<file path="src/rtl/led_pkg.sv">
// led_pkg: shared definitions for the LED PWM fader.
//   PWM_BITS_DEF / MAX_DEF : default brightness resolution and full-scale level
//   level_t                : brightness level type at the default resolution
//   sat_step()             : saturating linear fade step used by every channel
package led_pkg;

  localparam int PWM_BITS_DEF = 8;
  localparam int MAX_DEF      = (1 << PWM_BITS_DEF) - 1;

  typedef logic [PWM_BITS_DEF-1:0] level_t;

  // Moves level one fade step toward max_val (up=1) or toward 0 (up=0),
  // clamping at either end. The work is done 32 bits wide so the sum can
  // never wrap for any legal PWM_BITS; callers narrow the result back down.
  function automatic logic [31:0] sat_step(input logic [31:0] level,
                                           input logic        up,
                                           input logic [31:0] step,
                                           input logic [31:0] max_val);
    logic [32:0] sum;
    sum = {1'b0, level} + {1'b0, step};
    if (up) begin
      return (sum > {1'b0, max_val}) ? max_val : sum[31:0];
    end
    return (level > step) ? (level - step) : 32'd0;
  endfunction

endpackage

</file>
<file path="src/rtl/led_fade_channel.sv">
// led_fade_channel: one LED channel of the fader.
//   hwclk, rst : clock and synchronous active-high reset
//   enable     : 0 blanks the pin on the next edge
//   tick       : fade step strobe; target is sampled only while it is high
//   target     : 1 = fade toward full scale, 0 = fade toward off
//   pwm_cnt    : shared free-running PWM counter
//   pin        : registered PWM drive
// Optional build macro LED_PWM_FADER_GAMMA_EN squares the level before the
// PWM compare for perceptually linear fades.
module led_fade_channel
  import led_pkg::*;
#(
  parameter int PWM_BITS  = PWM_BITS_DEF,
  parameter int FADE_STEP = 4
) (
  input  logic                hwclk,
  input  logic                rst,
  input  logic                enable,
  input  logic                tick,
  input  logic                target,
  input  logic [PWM_BITS-1:0] pwm_cnt,
  output logic                pin
);

  localparam logic [PWM_BITS-1:0] MAX = {PWM_BITS{1'b1}};

  logic [PWM_BITS-1:0] level;
  logic [PWM_BITS-1:0] level_next;
  logic [PWM_BITS-1:0] level_eff;

  assign level_next = PWM_BITS'(sat_step(32'(level), target, 32'(FADE_STEP), 32'(MAX)));

`ifdef LED_PWM_FADER_GAMMA_EN
  logic [2*PWM_BITS-1:0] level_sq;
  assign level_sq  = level * level;
  assign level_eff = PWM_BITS'(level_sq >> PWM_BITS);
`else
  assign level_eff = level;
`endif

  // Full scale is forced solid on: the compare alone would leave one dark
  // slot per PWM period (and more with gamma).
  always_ff @(posedge hwclk) begin
    if (rst) begin
      level <= '0;
      pin   <= 1'b0;
    end else begin
      if (tick) begin
        level <= level_next;
      end
      pin <= enable & ((level == MAX) | (level_eff > pwm_cnt));
    end
  end

endmodule

</file>
<file path="src/rtl/led_pwm_fader.sv">
// led_pwm_fader: turns hard per-LED on/off toggles into linear PWM fades.
//   hwclk     : system clock
//   rst       : synchronous active-high reset
//   enable    : 1 = run; 0 = freeze fades (levels, prescaler) and blank pins
//   led_in    : target pattern, 1 = fade up, 0 = fade down
//   led_out   : registered PWM drive to the LED pins
//   fade_tick : one-cycle strobe marking each fade step
// Optional build macro LED_PWM_FADER_GAMMA_EN (see led_fade_channel).
module led_pwm_fader
  import led_pkg::*;
#(
  parameter int NUM_LEDS  = 8,
  parameter int PWM_BITS  = PWM_BITS_DEF,
  parameter int FADE_DIV  = 16384,
  parameter int FADE_STEP = 4
) (
  input  logic                hwclk,
  input  logic                rst,
  input  logic                enable,
  input  logic [NUM_LEDS-1:0] led_in,
  output logic [NUM_LEDS-1:0] led_out,
  output logic                fade_tick
);

  localparam int              PRE_W    = (FADE_DIV > 1) ? $clog2(FADE_DIV) : 1;
  localparam logic [PRE_W-1:0] PRE_LAST = PRE_W'(FADE_DIV - 1);

  logic [PRE_W-1:0]    prescaler;
  logic [PWM_BITS-1:0] pwm_cnt;

  // pwm_cnt free-runs even while disabled; prescaler and tick only advance
  // while enabled so fades resume exactly where they stopped.
  always_ff @(posedge hwclk) begin
    if (rst) begin
      prescaler <= '0;
      pwm_cnt   <= '0;
      fade_tick <= 1'b0;
    end else begin
      pwm_cnt <= pwm_cnt + PWM_BITS'(1);
      if (enable) begin
        if (prescaler == PRE_LAST) begin
          prescaler <= '0;
          fade_tick <= 1'b1;
        end else begin
          prescaler <= prescaler + PRE_W'(1);
          fade_tick <= 1'b0;
        end
      end else begin
        fade_tick <= 1'b0;
      end
    end
  end

  for (genvar i = 0; i < NUM_LEDS; i++) begin : g_ch
    led_fade_channel #(
      .PWM_BITS (PWM_BITS),
      .FADE_STEP(FADE_STEP)
    ) u_ch (
      .hwclk  (hwclk),
      .rst    (rst),
      .enable (enable),
      .tick   (fade_tick),
      .target (led_in[i]),
      .pwm_cnt(pwm_cnt),
      .pin    (led_out[i])
    );
  end

endmodule

</file>
<file path="config.mk">
export PLATFORM = sky130hd
export DESIGN_NAME = led_pwm_fader
export DESIGN_NICKNAME = d
export VERILOG_FILES = /design/src/rtl/led_pkg.sv /design/src/rtl/led_fade_channel.sv /design/src/rtl/led_pwm_fader.sv
export SDC_FILE = /design/constraint.sdc
export NUM_CORES = 1
export LEC_CHECK = 0
export CAP_MARGIN = 20
export CORE_ASPECT_RATIO = 0.5
export CORE_MARGIN = 4
export CORE_UTILIZATION = 55
export CTS_CLUSTER_DIAMETER = 40
export CTS_CLUSTER_SIZE = 14
export DETAILED_ROUTE_END_ITERATION = 12
export PLACE_DENSITY = 0.71
export SLEW_MARGIN = 20
export SYNTH_ARGS = -nofsm -noshare
export SYNTH_HDL_FRONTEND = slang
export SYNTH_SLANG_ARGS = --single-unit
</file>
<file path="constraint.sdc">
create_clock -name hwclk -period 3.5 [get_ports hwclk]
set_input_delay 0.525 -clock hwclk [delete_from_list [all_inputs] [get_ports hwclk]]
set_output_delay 0.525 -clock hwclk [all_outputs]
set_load 0.02 [all_outputs]
</file>
== Word level (Yosys, flattened, before mapping) ==
Cells that the tools add are included.

* Output and inout bits: 9
* Word-level logic and storage cells: 130
* Bits of input ports: 11
* Flip-flop bits (word level): 95

* Equality and inequality tests: 9
* Multiplexer cells: 42
* Bitwise logic cells: 17
* $add $sub $neg: 18
* Reduce and logical (&&, ||, !) cells: 1
* $lt $le $gt $ge: 24

{| class="wikitable"
|+ Operators by type and width
! operator !! number
|-
| $mux 8 || 32
|-
| $add 8x3->9 const B || 8
|-
| $gt 9x8->1 const B || 8
|-
| $eq 8x8->1 const B || 8
|-
| $gt 8x3->1 const B || 8
|-
| $gt 8x8->1 || 8
|-
| $sub 8x3->8 const B || 8
|-
| $add 14x1->14 const B || 1
|-
| $eq 14x14->1 const B || 1
|-
| $mux 14 || 1
|-
| $mux 1 || 9
|-
| $add 8x1->8 const B || 1
|-
| $and 1x1->1 || 8
|-
| $or 1x1->1 || 8
|-
| $reduce_or 2->1 || 1
|-
| $not 1->1 || 1
|}

== Longest topological paths before layout ==
Gate-level depths: netlist (run 1).

* Depth after elaboration: 5
* Gate-level depth with buffers: 8
* Mapped depth without buffers: 7

== Cells and area by module ==
Synthesis (run 1) repeated with hierarchy kept, for this count alone.

* Cell total of the unflattened synthesis: 987
* Area, all modules: 8022.7 um^2

{| class="wikitable"
|+ By module, submodules not included
! module !! area an instance (um^2) !! sequential area each (um^2) !! cells an instance !! times used
|-
| led_fade_channel (g_ch[0].u_ch ...) || 875.8 || 160.2 || 111 || 7
|-
| led_pwm_fader || 1017.2 || 460.4 || 105 || 1
|-
| led_fade_channel (g_ch[6].u_ch) || 874.6 || 160.2 || 105 || 1
|}

== Least setup slack after synthesis (run 1) ==
No wires, ideal clock.

* Path type: register to register
* Start point: reg g_ch[6].u_ch.level[2]
* End point: reg g_ch[6].u_ch.level[3]
* Cell stages (with the launch flop): 9
* Library setup time: 0.095 ns
* Data required time: 3.405 ns
* Path slack: 1.458 ns
* Data arrival time: 1.947 ns
* Clock period less this slack: 2.042 ns
* Buffers on the path: 1
* Path through: dfxtp_1 > clkbuf_1 > inv_1 > ha_1 > nor4bb_1 > a21oi_1 > a211oi_1 > nor2_1 > a221oi_1

* Cells in the longest elaborated chain, start to end: 5
* Elaborated cells on any way between the ends: 8
* Classes of those cells: add/sub: 2; order compare: 2; mux: 4

{| class="wikitable"
|+ RTL lines
! element !! line !! text
|-
| start, declared || led_fade_channel.sv:27 || <nowiki>logic [PWM_BITS-1:0] level;</nowiki>
|-
| start signal, assigned || led_fade_channel.sv:49 || <nowiki>level <= level_next;</nowiki>
|-
| $add 8x3->9 || led_pkg.sv:20 || <nowiki>sum = {1'b0, level} + {1'b0, step};</nowiki>
|-
| $gt 9x8->1 || led_pkg.sv:22 || <nowiki>return (sum > {1'b0, max_val}) ? max_val : sum[31:0];</nowiki>
|-
| $mux 8 || led_pkg.sv:22 ||
|-
| $mux 8 || led_pkg.sv:21 || <nowiki>if (up) begin</nowiki>
|-
| $mux 8 * || led_pkg.sv:24 || <nowiki>return (level > step) ? (level - step) : 32'd0;</nowiki>
|}

Mark *: on every way between the ends. The rest lies on a longest branch, timed or not. The select of a mux whose other input is x is not followed.
A chain may end at the register's enable or synchronous reset.

== Worst setup path in the final report (run 1) ==
* Start point: reg g_ch[0].u_ch.level[2]
* End point: reg g_ch[0].u_ch.level[6]

* Cells in the longest elaborated chain, start to end: 5
* Elaborated cells on any way between the ends: 8
* Classes of those cells: add/sub: 2; order compare: 2; mux: 4

{| class="wikitable"
|+ RTL lines
! element !! line
|-
| start, declared || led_fade_channel.sv:27
|-
| start signal, assigned || led_fade_channel.sv:49
|-
| $add 8x3->9 || led_pkg.sv:20
|-
| $gt 9x8->1 || led_pkg.sv:22
|-
| $mux 8 || led_pkg.sv:22
|-
| $mux 8 || led_pkg.sv:21
|-
| $mux 8 * || led_pkg.sv:24
|}

Marked as above.

==> impl_metrics.tcl, run 1 <==
set metrics [dict create \
    yosysMostFrequentCell "ha_1" \
    clock_latency_ps 330 \
    synth_top_cell_by_area "dfxtp_1" \
    coreArea_mm2 0.01270 \
    skew_ps 7.772 \
    min_to "prescaler[10]" \
    cts_setup_buffers 0 \
    track_usage_pct 22.78 \
    synth_edf_count 0 \
    clock.fmax_mhz 426.6 \
    cts.clk_slew.worst_paths_ps 70 \
    clockBufferDepth 2 \
    cts_resized 0 \
    drtIter0Drc 611 \
    outcome "finished clean" \
    grt_pass1_wl_um 28610 \
    h-tree-depth 3 \
    crit_type "reg -> reg" \
    timing.final.crit_share_pct 66.98 \
    ioPinCount 20 \
    rsz0062_at_grt "no" \
    synth_top_area_share_pct 24.37 \
    postSynthCellCount 923 \
    antenna_found_initial 0 \
    io_buffer_count 19 \
    fin_nets 1001 \
    synth_top_flop_cell "dfxtp_1" \
    p_int_mw 1.649 \
    synth_area_leaders "dfxtp_1 (24%), ha_1 (17%), a21oi_1 (4.1%), nor2_1 (4.1%), o21ai_0 (3.4%)" \
    drc 0 \
    slowest_stage "dfxtp_1" \
    cellLeakagePower_nw 2.836 \
    start_util_pct 56.27 \
    detail-route-antenna-nets 0 \
    overflow 0 \
    post_drt_wl_per_cell_um 15.78 \
    utilization_pct 59.59 \
    async_flop_share_pct 0 \
    avgSynthCellArea_um2 7.742 \
    drt_wl_total_um 16850 \
    cts.sink_count 87 \
    rows 29 \
    postCtsHoldBufs 0 \
    gp_congestion 0.8939 \
    slowest_delay_ps 530 \
    viasPerCell 6.294 \
    dieArea_mm2 0.01499 \
    synthTopCellsByCount "ha_1 (97), dfxtp_1 (87), nor2_1 (78)" \
    power.switching_uw 505.6 \
    ys_ff_latch 87 \
    worstPathRequired_ps 3750 \
    combPwrFrac_pct 8.3 \
    syn_area_mm2 0.007146 \
    grt_start_max_net_pins 67 \
    setup_violations 0 \
    min_period_ps 2344 \
    cts_tree "done" \
    fp.dieW_um 169.2 \
    root_buffer "clkbuf_16" \
    rr_startpoint "g_ch[0].u_ch.level[2]" \
    fin_setup_tns_ps 0 \
    dp_hpwl_um 11470 \
    cp-end-kind "flop" \
    holdPathStages 2 \
    ir_worst_vdd_v 0.0001976 \
    grt_pass1_vias 6067 \
    startpoint "g_ch[0].u_ch.level[2]" \
    crit_fanout 10 \
    syn_nets 1031 \
    worst_setup_path_start_kind "flop" \
    vias 6722 \
    rrSetupSlack_ps 1160 \
    die_h_um 88.60 \
    drv_cap 0 \
    cts_made_buffers 9 \
    hold_class "reg -> reg" \
    rr_endpoint "g_ch[0].u_ch.level[6]" \
    crit_chain "inv_1, ha_1, nor4bb_1, nand3_1, o21a_1, a31o_2, a221oi_1" \
    ys_warn_count 0 \
    power_density_mw_per_mm2 284.7 \
    relSlewSlack_pct 49.03 \
    syn_to_final_growth_pct 5.901 \
    switching_share_pct 23.46 \
    max_slew.worst_pin.slew_ps 764.6 \
    hold_start "prescaler[10]" \
    cp.arrival_ps 2590 \
    reg2reg_depth 7 \
    n_antenna_cell 0 \
    drive_gt1_share_pct 4.009 \
    finalHoldViolations 0 \
    yosysSeqAreaShare_pct 24.37 \
    drv_slew 0 \
    drt_pass1_iterations 5 \
    synth.distinct_cells 74 \
    seq_power_share_pct 46.8 \
    pwr-share-clk_pct 44.9 \
]
worst max-delay path: cells and delay by family (launching register included):
| kind | cells | cell delay (ps) |
|---|---|---|
| AND/OR/NAND/NOR | 2 | 440 |
| AO/OA/AOI/OAI | 3 | 780 |
| adder cells (fa/ha/maj) | 1 | 340 |
| flip-flops | 1 | 530 |
| buffers and inverters | 1 | 170 |
power groups by stage:
stage,sequential [mW],clock [mW],combinational [mW]
floorplan,1.03,0,0.134
global placement,1.03,0,0.172
detailed placement,1.03,0,0.176
CTS,1.01,0.989,0.179
global route,1.01,1.03,0.202
finish,1.01,0.968,0.179
layout by cell type (no fill, tap or decap), drive strengths merged, types with 6 or more instances in the layout:
cell and instances:
ha 97, o21ai 49, o31ai 6, nor3 43, nand2 64, clkdlybuf4s50 18
dfxtp 87, nand2b 8, a21oi 61, o21a 8, xor2 14, and3 15
a21o 6, nor2 78, nand4 35, a31oi 12, nand3 43, and4 8
nor4 11, nor2b 16, a311oi 15, a211oi 20, o211ai 8, clkbuf 13
xnor2 17, or4 8, inv 48
layout make-up:
cell class	instances	area [um2]
Clock inverter	3	42.54
Fill cell	1159	5132
Clock buffer	13	250.2
Sequential cell	87	1743
Timing Repair Buffer	22	207.7
Tap cell	170	212.7
Inverter	48	180.2
Multi-Input combinational cell	725	4931
registers in the layout, indices dropped and copies added (netlist names):
| name | cells |
|---|---|
| g_ch.u_ch.level | 56 |
| prescaler | 14 |
| g_ch.u_ch.pin | 8 |
| fade_tick | 1 |
| pwm_cnt | 8 |
logic make-up after synthesis:
| kind of cell | after synthesis | synth area share (%) |
|---|---|---|
| buf+inv | 111 | 6.619 |
| compound gates | 234 | 21.66 |
| xor+xnor | 31 | 3.800 |
| flops | 87 | 24.37 |
| mux | 4 | 0.5778 |
| simple gates | 359 | 25.99 |
| fa+ha+maj | 97 | 16.98 |
metal layers:
metal  share of wire (%)  global-route usage (%)  vias to the layer above
met3                 5.2                   3.882                       22
met1                  49                   30.99                     3138
met4                 1.2                   5.698                        0
met2                  45                   38.19                      207
li1                    -                       -                     3355
met5                   0                       0                        -
metrics by stage:
stage	hold slack (ps)	cell area (um2)	instances	worst slack (ps)	total power, mW
after detailed placement	505.9	7274	1052	1023	1.207
after floorplan	466.7	7146	923	1458	1.161
after global routing	527.7	7567	1068	936.7	2.243
after global placement	484.6	7274	1052	1104	1.202
final	511.2	7567	1068	1156	2.155
after CTS	515.9	7567	1068	1195	2.176
how the worst max path moves through the flow:
stage,slack [ps],end,cells after the start
after detailed placement,1020,g_ch[5].u_ch.level[2],6
after floorplan,1460,g_ch[6].u_ch.level[3],8
after global routing,940,g_ch[6].u_ch.level[3],7
after global placement,1100,g_ch[5].u_ch.level[2],6
final,1160,g_ch[0].u_ch.level[6],7
after CTS,1200,g_ch[0].u_ch.level[6],7
Note: power is estimated with default switching activity, not from simulation.
==> inputs of run 2 (changes only) <==
==> constraint.sdc (replaced) <==
create_clock -name hwclk -period 2.2 [get_ports hwclk]
set_input_delay 0.33 -clock hwclk [delete_from_list [all_inputs] [get_ports hwclk]]
set_output_delay 0.33 -clock hwclk [all_outputs]
set_load 0.02 [all_outputs]
==> run 2 against run 1 <==
Net effect:
- combinational power up 74%
- cell area up 3.9%
- largest cell class unchanged
- maximum frequency up 15%
- sequential share of layout area down 0.85 points
- clock power up 92%
- total power up 75%
- critical path depth unchanged
==> impl_metrics.tcl, run 2 (synthesis gave the netlist of run 1 again) <==
set metrics [dict create \
    outcome "finished clean" \
    viasPerCell 6.225 \
    ff_latch_area_mm2 0.001744 \
    drt_wl_total_um 17540 \
    slowest_stage "dfxtp_1" \
    hold_start "rst" \
    skew_ps 9.262 \
    grt_pass1_wl_um 30370 \
    crit_fanout 6 \
    post_drt_wl_per_cell_um 15.99 \
    drv_slew 0 \
    timing.final.crit_share_pct 92.52 \
    slowest_delay_ps 330 \
    max_slew.worst_pin.slew_ps 609.0 \
    h-tree-depth 3 \
    worstPathRequired_ps 2450 \
    clockBufferDepth 2 \
    overflow 0 \
    power_density_mw_per_mm2 479.2 \
    relSlewSlack_pct 59.34 \
    crit_type "reg -> reg" \
    grt_start_max_net_pins 67 \
    largest_reg_flops 56 \
    hold_class "in -> reg" \
    drv_cap 0 \
    fin_nets 1030 \
    postCtsHoldBufs 0 \
    rows 29 \
    cp.arrival_ps 2290 \
    io_buffer_count 19 \
    drt_pass1_iterations 6 \
    coreArea_mm2 0.01270 \
    startpoint "g_ch[0].u_ch.level[2]" \
    placed_cells 1081 \
    grt_pass1_vias 6338 \
    antenna_found_initial 0 \
    gp_congestion 0.8999 \
    die_h_um 88.60 \
    utilization_pct 61.91 \
    cts_tree "done" \
    crit_chain "inv_1, ha_1, nor4bb_1, nand3_1, o21a_1, a31o_2, a221oi_1" \
    largestRegisters "g_ch.u_ch.level x56, prescaler x14" \
    drtIter0Drc 626 \
    dp_hpwl_um 12080 \
    root_buffer "clkbuf_16" \
    fin_setup_tns_ps 0 \
    finalHoldViolations 0 \
    cts.clk_slew.worst_paths_ps 70 \
    track_usage_pct 24.30 \
    clock_latency_ps 350 \
    cellLeakagePower_nw 3.024 \
    dieArea_mm2 0.01499 \
    drive_gt1_share_pct 7.443 \
    syn_to_final_growth_pct 10.03 \
    final_cell_mix "ha_1 (97), dfxtp_1 (85), nor2_1 (78)" \
    n_antenna_cell 0 \
    start_util_pct 56.27 \
    fp.dieW_um 169.2 \
    vias 6829 \
    ioPinCount 20 \
    rrSetupSlack_ps 160 \
    cts.sink_count 87 \
    drc 0 \
    multiInputGateArea_mm2 0.004931 \
    rr_startpoint "g_ch[0].u_ch.level[2]" \
    regMostFlops "g_ch.u_ch.level" \
    ir_worst_vdd_v 0.0003281 \
    clock.fmax_mhz 491.3 \
    final_common_cell "ha_1" \
    cp-end-kind "flop" \
    detail-route-antenna-nets 0 \
    fillers 1145 \
    instances_no_fill 1097 \
    worst_setup_path_start_kind "flop" \
    min_period_ps 2035 \
    rsz0062_at_grt "no" \
    cts_made_buffers 9 \
    setup_violations 0 \
]
## run 2: changes by cell type in the layout (fill, tap and decap cells not counted), sizes merged
cell	delta
buf	+29
bufinv	+2
clkbuf	-2
clkinv	+1
clkinvlp	-1
## run 2: timing repair
action,in CTS,in global routing
endpoints found under the setup margin,0,4
resized for setup,0,1
setup buffers,0,0
endpoints found under the hold margin,0,0
## run 2: stage by stage
step	setup slack, ps	hold WS [ps]	total power, mW	area [um2]
after floorplan	157.7	466.7	1.848	7146
after global placement	189.6	485.1	1.931	7505
after detailed placement	123.0	497.8	1.942	7505
after CTS	116.4	398.8	3.783	7861
after global routing	27.20	431.0	3.890	7863
final	164.6	408.0	3.768	7863
## run 2: cell type report
type / instances / area share [%]
flip-flops and latches: 87 / 22.18
well taps: 170 / 2.705
clock buffers: 11 / 3.215
clock inverters: 5 / 1.321
repair buffers: 51 / 5.570
multi-input cells: 725 / 62.71
inverters: 48 / 2.292
## run 2: power by group
group          leakage (nW)  switching (mW)  total, mW  internal (mW)
Combinational          2.15           0.175      0.312          0.137
Clock                 0.176           0.682       1.86           1.17
Sequential            0.703          0.0105       1.60           1.59
## run 2: worst max-delay path: cells and delay by family, from the launching register on
| family | cells | cell delay (ps) |
|---|---|---|
| DFF | 1 | 330 |
| and+or+nand+nor | 2 | 430 |
| adders and majority gates | 1 | 330 |
| AOI/OAI and AO/OA | 3 | 760 |
| buffers and inverters | 1 | 90 |
## run 2: worst paths after layout
check | to | cells past startpoint
min reg2reg | prescaler[10] | 2
max | g_ch[0].u_ch.level[6] | 7
max reg2reg | g_ch[0].u_ch.level[6] | 7
min | g_ch[7].u_ch.level[0] | 3
## run 2: routing by layer
layer  track usage (%)  part of all wire (%)  up-vias
met5                 0                     0        -
met4             5.698                  0.65        0
met3             4.150                   4.5       10
met2             41.12                    46      161
met1             32.93                    49     3235
li1                  -                     -     3423
==> inputs of run 3 (changes only) <==
--- a/config.mk
+++ b/config.mk
@@ -7,7 +7,7 @@
 export LEC_CHECK = 0
 export CAP_MARGIN = 20
 export CORE_ASPECT_RATIO = 0.5
-export CORE_MARGIN = 4
+export CORE_MARGIN = 8
 export CORE_UTILIZATION = 55
 export CTS_CLUSTER_DIAMETER = 40
 export CTS_CLUSTER_SIZE = 14
==> run 3 against run 2 <==
Net effect:
- via count decreased by 0.48%
- combinational power about the same
- critical path depth unchanged
- final cell count increased by 0.64%
- clock skew about the same
- maximum frequency increased by 0.95%
- sequential share of layout area about the same
- worst hold slack improved by 14 ps
- critical endpoint is now g_ch[5].u_ch.level[2]
- largest cell class unchanged
==> impl_metrics.tcl, run 3 (synthesis gave the netlist of run 1 again) <==
set metrics [dict create \
    outcome "finished clean" \
    grt_pass1_vias 6228 \
    vias 6796 \
    multiInputGateArea_mm2 0.004931 \
    finalHoldViolations 0 \
    cts.sink_count 87 \
    drt_wl_total_um 17520 \
    grt_pass1_wl_um 29570 \
    rsz0062_at_grt "no" \
    grt_start_max_net_pins 67 \
    cp.arrival_ps 2250 \
    worst_setup_path_start_kind "flop" \
    holdWs_ps 422.3 \
    wl_met3_um 956 \
    detail-route-antenna-nets 0 \
    n_antenna_cell 0 \
    fin_nets 1037 \
    dieArea_mm2 0.01712 \
    drv_cap 0 \
    hold_class "in -> reg" \
    fin_setup_tns_ps 0 \
    postCtsHoldBufs 0 \
    crit_fanout 9 \
    p_total_mw 3.479 \
    antenna_found_initial 0 \
    instances_no_fill 1104 \
    start_util_pct 56.43 \
    skew_ps 8.879 \
    dp_hpwl_um 12310 \
    rows 29 \
    worstPathRequired_ps 2440 \
    largestRegisters "g_ch.u_ch.level x56, prescaler x14" \
    syn_to_final_growth_pct 9.963 \
    clockBufferDepth 2 \
    cp-end-kind "flop" \
    clock_latency_ps 340 \
    cts_tree "done" \
    overflow 0 \
    regMostFlops "g_ch.u_ch.level" \
    drive_gt1_share_pct 7.923 \
    wl_met1_um 8408 \
    ioPinCount 20 \
    wl_met2_um 7968 \
    die_h_um 96.60 \
    cts.clk_slew.worst_paths_ps 70 \
    drtIter0Drc 574 \
    viasPerCell 6.156 \
    fillers 1154 \
    drc 0 \
    fp.dieW_um 177.2 \
    final_common_cell "ha_1" \
    drt_pass1_iterations 5 \
    power_density_mw_per_mm2 442.8 \
    placed_cells 1088 \
    drv_slew 0 \
    clock.fmax_mhz 495.9 \
    setup_violations 0 \
    ff_latch_area_mm2 0.001743 \
    crit_type "reg -> reg" \
    cts_setup_buffers 0 \
    gp_congestion 0.8653 \
    track_usage_pct 20.09 \
    cts_made_buffers 9 \
    post-place-ws_ps 74.31 \
    cts_resized 0 \
    final_cell_mix "ha_1 (97), dfxtp_1 (86), nor2_1 (78)" \
    highest_layer "met4" \
    max_slew.worst_pin.slew_ps 665.8 \
    h-tree-depth 3 \
    io_buffer_count 19 \
    timing.final.crit_share_pct 91.65 \
    largest_reg_flops 56 \
    post_drt_wl_per_cell_um 15.87 \
    root_buffer "clkbuf_16" \
    layout_setup_ws_ps 183.6 \
    ir_worst_vdd_v 0.0003195 \
    min_period_ps 2016 \
    coreArea_mm2 0.01266 \
    cellLeakagePower_nw 3.034 \
    relSlewSlack_pct 55.55 \
]
-- run 3: metal layers --
metal	GRT usage, %	vias up
met5	0	-
met4	5.331	0
met3	3.724	15
met2	32.29	172
met1	27.03	3178
li1	-	3431
-- run 3: path summary, 6_finish.rpt --
check	from	endpoint	slack, ps	cells after the start
max	g_ch[5].u_ch.level[3]	g_ch[5].u_ch.level[2]	180	7
min	rst	g_ch[7].u_ch.level[0]	420	3
max reg2reg	g_ch[5].u_ch.level[3]	g_ch[5].u_ch.level[2]	180	7
min reg2reg	prescaler[10]	prescaler[10]	500	2
-- run 3: layout make-up --
cell class              count  share of cell area (%)
inverters                  48                   2.293
clock inverters             5                  0.7325
well taps                 170                   2.707
repair buffers             58                   6.242
clock buffers              11                   3.089
flip-flops and latches     87                   22.18
multi-input cells         725                   62.75
-- run 3: per-stage QoR --
step	utilization, %	cell area (um2)
final	62.05	7858
after global routing	62.05	7858
after CTS	62.05	7858
after floorplan	-	7146
after detailed placement	59.68	7557
after global placement	59.68	7557
-- run 3: where the power goes --
group / internal [mW] / switching, mW / total (mW)
logic: 0.138 / 0.174 / 0.312
clock network: 0.912 / 0.654 / 1.57
registers: 1.59 / 0.0104 / 1.60
-- run 3: critical path, cell delays in order, from the launching register on --
cell and delay (ps):
dfxtp_1 490, inv_1 130, ha_1 310, nand2_1 70, nor4_1 290, o221ai_1 200
and3_1 230, a2111oi_2 190
